## src/rtl/spi_pkg.sv

```systemverilog
// -----------------------------------------------------------------------------
// spi_pkg
// Shared definitions for the SPI slave front end of the SPI-to-RAM subsystem.
//   state_t     : receive/transmit FSM states
//   CMD_*       : two-bit command codes carried in rx_data[9:8]
//   FRAME_BITS  : bits per MOSI frame for the default 8-bit data width
// -----------------------------------------------------------------------------
package spi_pkg;

    typedef enum logic [2:0] {
        IDLE,
        CHK_CMD,
        WRITE,
        READ_ADD,
        READ_DATA
    } state_t;

    localparam logic [1:0] CMD_WR_ADDR = 2'b00;
    localparam logic [1:0] CMD_WR_DATA = 2'b01;
    localparam logic [1:0] CMD_RD_ADDR = 2'b10;
    localparam logic [1:0] CMD_RD_DATA = 2'b11;

    localparam int FRAME_BITS = 10;

endpackage

```

## src/rtl/spi_slave_if.sv

```systemverilog
// -----------------------------------------------------------------------------
// spi_slave_if
// Bundles the serial pins and the RAM-side command/read-data handshake.
//   MOSI, SS_n        : serial data in, active-low slave select
//   MISO              : serial read data out
//   rx_data, rx_valid : received {cmd, payload} word and its one-cycle strobe
//   tx_data, tx_valid : RAM read data and its one-cycle strobe
// Modports: slave (the SPI slave block), master (the SPI master plus RAM side).
// -----------------------------------------------------------------------------
interface spi_slave_if #(
    parameter int DATA_WIDTH = 8
) ();

    logic                  MOSI;
    logic                  SS_n;
    logic                  MISO;
    logic [DATA_WIDTH+1:0] rx_data;
    logic                  rx_valid;
    logic [DATA_WIDTH-1:0] tx_data;
    logic                  tx_valid;

    modport slave (
        input  MOSI, SS_n, tx_data, tx_valid,
        output MISO, rx_data, rx_valid
    );

    modport master (
        output MOSI, SS_n, tx_data, tx_valid,
        input  MISO, rx_data, rx_valid
    );

endinterface

```

## src/rtl/spi_tx_shifter.sv

```systemverilog
// -----------------------------------------------------------------------------
// spi_tx_shifter
// Parallel-load, MSB-first serialiser for RAM read data.
//   clk, rst   : clock, asynchronous active-high reset
//   load       : capture data and drive its MSB on serial_out at this edge
//   shift      : advance one bit per edge while bits remain
//   abort      : drop remaining bits, serial_out to 0 at this edge
//   data       : parallel word to send
//   serial_out : registered serial output, 0 whenever nothing is being sent
//   busy       : bits still waiting to be shifted out
// -----------------------------------------------------------------------------
module spi_tx_shifter #(
    parameter int WIDTH = 8
) (
    input  logic             clk,
    input  logic             rst,
    input  logic             load,
    input  logic             shift,
    input  logic             abort,
    input  logic [WIDTH-1:0] data,
    output logic             serial_out,
    output logic             busy
);

    localparam int CW = $clog2(WIDTH + 1);

    logic [WIDTH-1:0] shreg;
    logic [CW-1:0]    remaining;

    // The MSB goes straight to serial_out on load, so the shift register
    // only holds the bits that still have to follow it.
    always_ff @(posedge clk or posedge rst) begin
        if (rst) begin
            shreg      <= '0;
            remaining  <= '0;
            serial_out <= 1'b0;
        end else if (abort) begin
            shreg      <= '0;
            remaining  <= '0;
            serial_out <= 1'b0;
        end else if (load) begin
            serial_out <= data[WIDTH-1];
            shreg      <= {data[WIDTH-2:0], 1'b0};
            remaining  <= CW'(WIDTH - 1);
        end else if (shift && remaining != '0) begin
            serial_out <= shreg[WIDTH-1];
            shreg      <= {shreg[WIDTH-2:0], 1'b0};
            remaining  <= remaining - CW'(1);
        end else if (remaining == '0) begin
            serial_out <= 1'b0;
        end
    end

    assign busy = (remaining != '0);

endmodule

```

## src/rtl/spi_slave.sv

```systemverilog
// -----------------------------------------------------------------------------
// spi_slave
// Deserialises MOSI frames into {cmd, payload} words for the RAM and
// serialises RAM read data back out on MISO. A frame starts when SS_n goes
// low; the first sampled bit picks write or read, and a remembered
// "read address loaded" flag picks between the read-address and read-data
// paths.
//   clk : system clock, also the SPI clock
//   rst : asynchronous active-high reset
//   bus : spi_slave_if.slave (MOSI, SS_n, MISO, rx_data, rx_valid,
//         tx_data, tx_valid)
// -----------------------------------------------------------------------------
module spi_slave
    import spi_pkg::*;
#(
    parameter int DATA_WIDTH = 8
) (
    input  logic        clk,
    input  logic        rst,
    spi_slave_if.slave  bus
);

    localparam int FW = DATA_WIDTH + 2;
    localparam int CW = $clog2(FW + 1);
    localparam logic [CW-1:0] LAST_BIT   = CW'(FW - 1);
    localparam logic [CW-1:0] FRAME_DONE = CW'(FW);

    state_t          state;
    logic            rd_addr_seen;
    logic [CW-1:0]   bit_cnt;
    logic [FW-2:0]   rx_shift;
    logic [FW-1:0]   rx_data_q;
    logic            rx_valid_q;
    logic            tx_done;

    logic            frame_done;
    logic            tx_load;
    logic            tx_abort;
    logic            tx_busy;
    logic            miso;

    assign frame_done = (bit_cnt == FRAME_DONE);

    // Only one transmission per read-data frame, and only after the whole
    // command word has arrived; tx_valid at any other time is ignored.
    assign tx_load  = (state == READ_DATA) && !bus.SS_n && frame_done &&
                      !tx_done && !tx_busy && bus.tx_valid;
    assign tx_abort = bus.SS_n || (state != READ_DATA);

    // Main FSM. SS_n high always wins and discards any partial frame.
    // bit_cnt counts received bits; once it reaches the frame width the
    // remaining MOSI bits are ignored until SS_n rises.
    always_ff @(posedge clk or posedge rst) begin
        if (rst) begin
            state        <= IDLE;
            rd_addr_seen <= 1'b0;
            bit_cnt      <= '0;
            rx_shift     <= '0;
            rx_data_q    <= '0;
            rx_valid_q   <= 1'b0;
            tx_done      <= 1'b0;
        end else begin
            rx_valid_q <= 1'b0;
            if (bus.SS_n) begin
                state    <= IDLE;
                bit_cnt  <= '0;
                rx_shift <= '0;
                tx_done  <= 1'b0;
            end else begin
                case (state)
                    IDLE: begin
                        state    <= CHK_CMD;
                        bit_cnt  <= '0;
                        rx_shift <= '0;
                        tx_done  <= 1'b0;
                    end
                    CHK_CMD: begin
                        rx_shift <= {rx_shift[FW-3:0], bus.MOSI};
                        bit_cnt  <= CW'(1);
                        if (!bus.MOSI) begin
                            state <= WRITE;
                        end else if (rd_addr_seen) begin
                            state <= READ_DATA;
                        end else begin
                            state <= READ_ADD;
                        end
                    end
                    WRITE, READ_ADD, READ_DATA: begin
                        if (!frame_done) begin
                            rx_shift <= {rx_shift[FW-3:0], bus.MOSI};
                            bit_cnt  <= bit_cnt + CW'(1);
                            if (bit_cnt == LAST_BIT) begin
                                rx_data_q  <= {rx_shift, bus.MOSI};
                                rx_valid_q <= 1'b1;
                                if (state == READ_ADD) begin
                                    rd_addr_seen <= 1'b1;
                                end else if (state == READ_DATA) begin
                                    rd_addr_seen <= 1'b0;
                                end
                            end
                        end
                        if (tx_load) begin
                            tx_done <= 1'b1;
                        end
                    end
                    default: begin
                        state <= IDLE;
                    end
                endcase
            end
        end
    end

    spi_tx_shifter #(
        .WIDTH (DATA_WIDTH)
    ) u_tx (
        .clk        (clk),
        .rst        (rst),
        .load       (tx_load),
        .shift      (state == READ_DATA),
        .abort      (tx_abort),
        .data       (bus.tx_data),
        .serial_out (miso),
        .busy       (tx_busy)
    );

    assign bus.MISO     = miso;
    assign bus.rx_data  = rx_data_q;
    assign bus.rx_valid = rx_valid_q;

endmodule
```

## src/flat_wrapper.sv

```systemverilog
// flat-port wrapper written by rule: the top's interface ports become plain ports
module spi_slave_flat import spi_pkg::*;
#(
    parameter int DATA_WIDTH = 8
)
  (clk, rst, bus_MOSI, bus_SS_n, bus_tx_data, bus_tx_valid, bus_MISO, bus_rx_data, bus_rx_valid);
  spi_slave_if #(.DATA_WIDTH(DATA_WIDTH)) bus_i ();
  input  logic clk;
  input  logic rst;
  input wire logic [$bits(bus_i.MOSI)-1:0] bus_MOSI;
  input wire logic [$bits(bus_i.SS_n)-1:0] bus_SS_n;
  input wire logic [$bits(bus_i.tx_data)-1:0] bus_tx_data;
  input wire logic [$bits(bus_i.tx_valid)-1:0] bus_tx_valid;
  output wire logic [$bits(bus_i.MISO)-1:0] bus_MISO;
  output wire logic [$bits(bus_i.rx_data)-1:0] bus_rx_data;
  output wire logic [$bits(bus_i.rx_valid)-1:0] bus_rx_valid;
  assign bus_i.MOSI = bus_MOSI;
  assign bus_i.SS_n = bus_SS_n;
  assign bus_i.tx_data = bus_tx_data;
  assign bus_i.tx_valid = bus_tx_valid;
  assign bus_MISO = bus_i.MISO;
  assign bus_rx_data = bus_i.rx_data;
  assign bus_rx_valid = bus_i.rx_valid;
  spi_slave #(.DATA_WIDTH(DATA_WIDTH)) u_core (.clk(clk), .rst(rst), .bus(bus_i));
endmodule
```

## config.mk

```make
export PLATFORM = sky130hd
export DESIGN_NAME = spi_slave_flat
export DESIGN_NICKNAME = d
export VERILOG_FILES = /design/src/rtl/spi_pkg.sv /design/src/rtl/spi_slave_if.sv /design/src/rtl/spi_tx_shifter.sv /design/src/rtl/spi_slave.sv /design/src/flat_wrapper.sv
export SDC_FILE = /design/constraint.sdc
export NUM_CORES = 1
export LEC_CHECK = 0
export BUFFER_PORTS_ARGS = -buffer_cell sky130_fd_sc_hd__buf_2
export CORE_MARGIN = 2
export CORE_UTILIZATION = 40
export CTS_BUF_LIST = sky130_fd_sc_hd__clkbuf_4
export CTS_CLUSTER_SIZE = 10
export DETAILED_ROUTE_END_ITERATION = 7
export PLACE_DENSITY_LB_ADDON = 0.25
export SYNTH_ARGS = -nofsm -noshare
export SYNTH_HDL_FRONTEND = slang
export SYNTH_SLANG_ARGS = --single-unit
export TNS_END_PERCENT = 5
```

## constraint.sdc

```tcl
create_clock -name clk -period 4.77 [get_ports clk]
set_input_delay 1.1925 -clock clk [delete_from_list [all_inputs] [get_ports clk]]
set_output_delay 1.1925 -clock clk [all_outputs]
set_load 0.01 [all_outputs]
```

==> metrics.yaml <==
status: "complete, no violations"
ys_seq_area_frac: 0.520
grt_pass1_wl_um: 6210
slew_viol_final: 0
gp_congestion: 0.748
cp_data_required_time_ps: 5000
hold_viol_final: 0
routed_via_density: 5.15
synth_cell_types: 38
synthArstFlopShare: 1.00
hold_class: "flop to flop"
grt.overflow.total: 0
yosys.area.top_type: "dfrtp_1"
yosys-top-cells-area: "dfrtp_1 (52%), mux2_4 (6.9%), mux2i_1 (3.6%)"
placedInstanceArea_um2: 2140
setup_violations: 0
ys_seq_elements: 41
drc: 0
vdd_drop_max_v: 0.000121
worst_hold_slack_ps: 521
dr.first_iter.drc_count: 66
core_area_um2: 4720
cts_tree: "built"
synthFlopType: "dfrtp_1"
dieHeight_um: 74.2
avgSynthCellArea_um2: 10.8
path_max_fanout: 15
synth_cells: 183
finalCritPeriodShare: 0.613
tns_ps: 0
relSlewSlack: 0.396
cts-buffers-inserted: 5
root_buffer: "clkbuf_4"
cts_sinks: 41
rsz0062_at_grt: "no"
io_pins: 25
endpoint_kind: "flop"
fillers: 444
cts.clk_slew.worst_paths_ps: 130
dp_slack_ps: 1470
grt_pass1_vias: 1394
fin_crit_ps: 2930
wl_um: 3600
grt_max_degree: 42
crit_type: "input port to flop"
syn-num-nets: 201
crit_path_top_delay_cell: "or4b_1"
grt_usage: 0.146
cap_violations: 0
post_cts_resized: 0
cpPeakStageDelay_ps: 740
die_w_um: 74.2
ys_warn_count: 0
ant_nets: 0
wl_per_cell_um: 13.2
h-tree-depth: 2
utilization: 0.464
start_kind: "input port"
rows: 25
synth.top_cell.area_share: 0.520
first_pass_iters: 4
vias: 1406
clock_latency_ps: 340
final_nets: 223
syn_area_um2: 1970
diodes: 0
p_per_area_nw_per_um2: 257
area_growth_pct: 11.2
synth_edf_count: 0
crit_chain: "buf_2 -> or4b_1 -> o21a_1 -> or2_1 -> mux2_4"
dp_hpwl_um: 2440
drive_above_1_share: 0.238
hold_buffers: 0
worst_pin_slew_ps: 902
start_util: 0.417
cp.arrival_ps: 3160
setup_slack_ps: 1840
design_area_um2: 2190
power.leakage_nw: 1.03
antenna_found_initial: 0
post_cts_buffers: 0
die_area_um2: 5510
fmax_ghz: 0.342
io_buffer_count: 24
clockBufferDepth: 2
finClkSkew_ps: 9.04
==> worst paths after layout <==
check | from | end | depth (start not counted) | slack, ps
max | bus_SS_n | u_core.bus.rx_data[0]$_DFFE_PP0P_ | 5 | 1840
min | u_core.bus.rx_data[7]$_DFFE_PP0P_ | u_core.bus.rx_data[7]$_DFFE_PP0P_ | 1 | 520
max reg2reg | u_core.state[1]$_DFFE_PP0P_ | u_core.bus.rx_data[0]$_DFFE_PP0P_ | 4 | 2300
min reg2reg | u_core.bus.rx_data[7]$_DFFE_PP0P_ | u_core.bus.rx_data[7]$_DFFE_PP0P_ | 1 | 520
max in group asynchronous | rst | u_core.state[2]$_DFFE_PP0P_ | 3 | 3470
min in group asynchronous | rst | u_core.bus.rx_data[8]$_DFFE_PP0P_ | 3 | 950
==> cell usage in the layout, fill, tap and decap left out, types with 2 or more instances in the layout <==
master / n
buf_4: 3
or2_2: 2
a31oi_1: 3
nand2b_1: 4
nor2_1: 15
a21oi_1: 4
nor3_1: 6
xor2_1: 2
mux2i_1: 7
nand3_1: 11
mux2_4: 9
o21ai_0: 11
clkinv_2: 2
dfrtp_1: 41
nand2_1: 12
xnor2_1: 2
a211oi_1: 9
ha_1: 5
o31ai_1: 2
inv_1: 8
buf_2: 24
clkbuf_4: 5
==> synthesized netlist by cell type (5+ instances only) <==
cell type  instances
o21ai_0           11
clkbuf_1           6
ha_1               5
nand2_1           12
nand3_1           11
nor2_1            15
a211oi_1           9
mux2i_1            7
nor3_1             6
mux2_4             9
dfrtp_1           41
inv_1              8
==> through the flow <==
step / power, mW / cells
6_report: 0.564 / 273
3_3_place_gp: 0.401 / 265
3_5_place_dp: 0.401 / 265
2_1_floorplan: 0.389 / 183
4_1_cts: 0.572 / 273
5_1_grt: 0.591 / 273
==> power by group <==
| part | switching, mW | leakage, nW | internal (mW) | total (mW) |
|---|---|---|---|---|
| Clock | 0.114 | 0.0310 | 0.0557 | 0.170 |
| Sequential | 0.00733 | 0.567 | 0.352 | 0.359 |
| Combinational | 0.0224 | 0.428 | 0.0123 | 0.0347 |
==> cell families after synthesis <==
group | after synthesis | share of synthesized area
xor+xnor | 4 | 0.0178
compound gates | 36 | 0.117
flops | 41 | 0.520
fa+ha+maj | 5 | 0.0317
simple gates | 60 | 0.155
buf+inv | 20 | 0.0482
mux | 17 | 0.110
==> critical path: cells and delay by family <==
kind	cells	cell delay, ps
buffers and inverters	1	160
and+or+nand+nor	2	1210
AOI/OAI and AO/OA	1	220
muxes	1	380
==> flip-flops by register name (all words and copies together) (netlist names) <==
name,flops
u_core.bus.rx_valid,1
u_core.bit_cnt,4
u_core.u_tx.remaining,4
u_core.rx_shift,9
u_core.u_tx.serial_out,1
u_core.u_tx.shreg,7
u_core.state,3
u_core.tx_done,1
u_core.bus.rx_data,10
u_core.rd_addr_seen,1
==> cell type report <==
class | instances | area [um^2] | share of cell area
timing repair buffer | 27 | 143 | 0.0650
clock buffer | 5 | 37.5 | 0.0171
tap | 67 | 83.8 | 0.0382
multi-input combinational | 122 | 856 | 0.390
inverter | 8 | 30.0 | 0.0137
clock inverter | 3 | 17.5 | 0.00799
sequential | 41 | 1030 | 0.468
==> per-layer routing <==
metal	part of all wire	track usage
met2	0.45	0.226
met1	0.50	0.203
met3	0.038	0.0285
met4	0.013	0.0595
met5	0	0
Note: power is estimated with default switching activity, not from simulation.
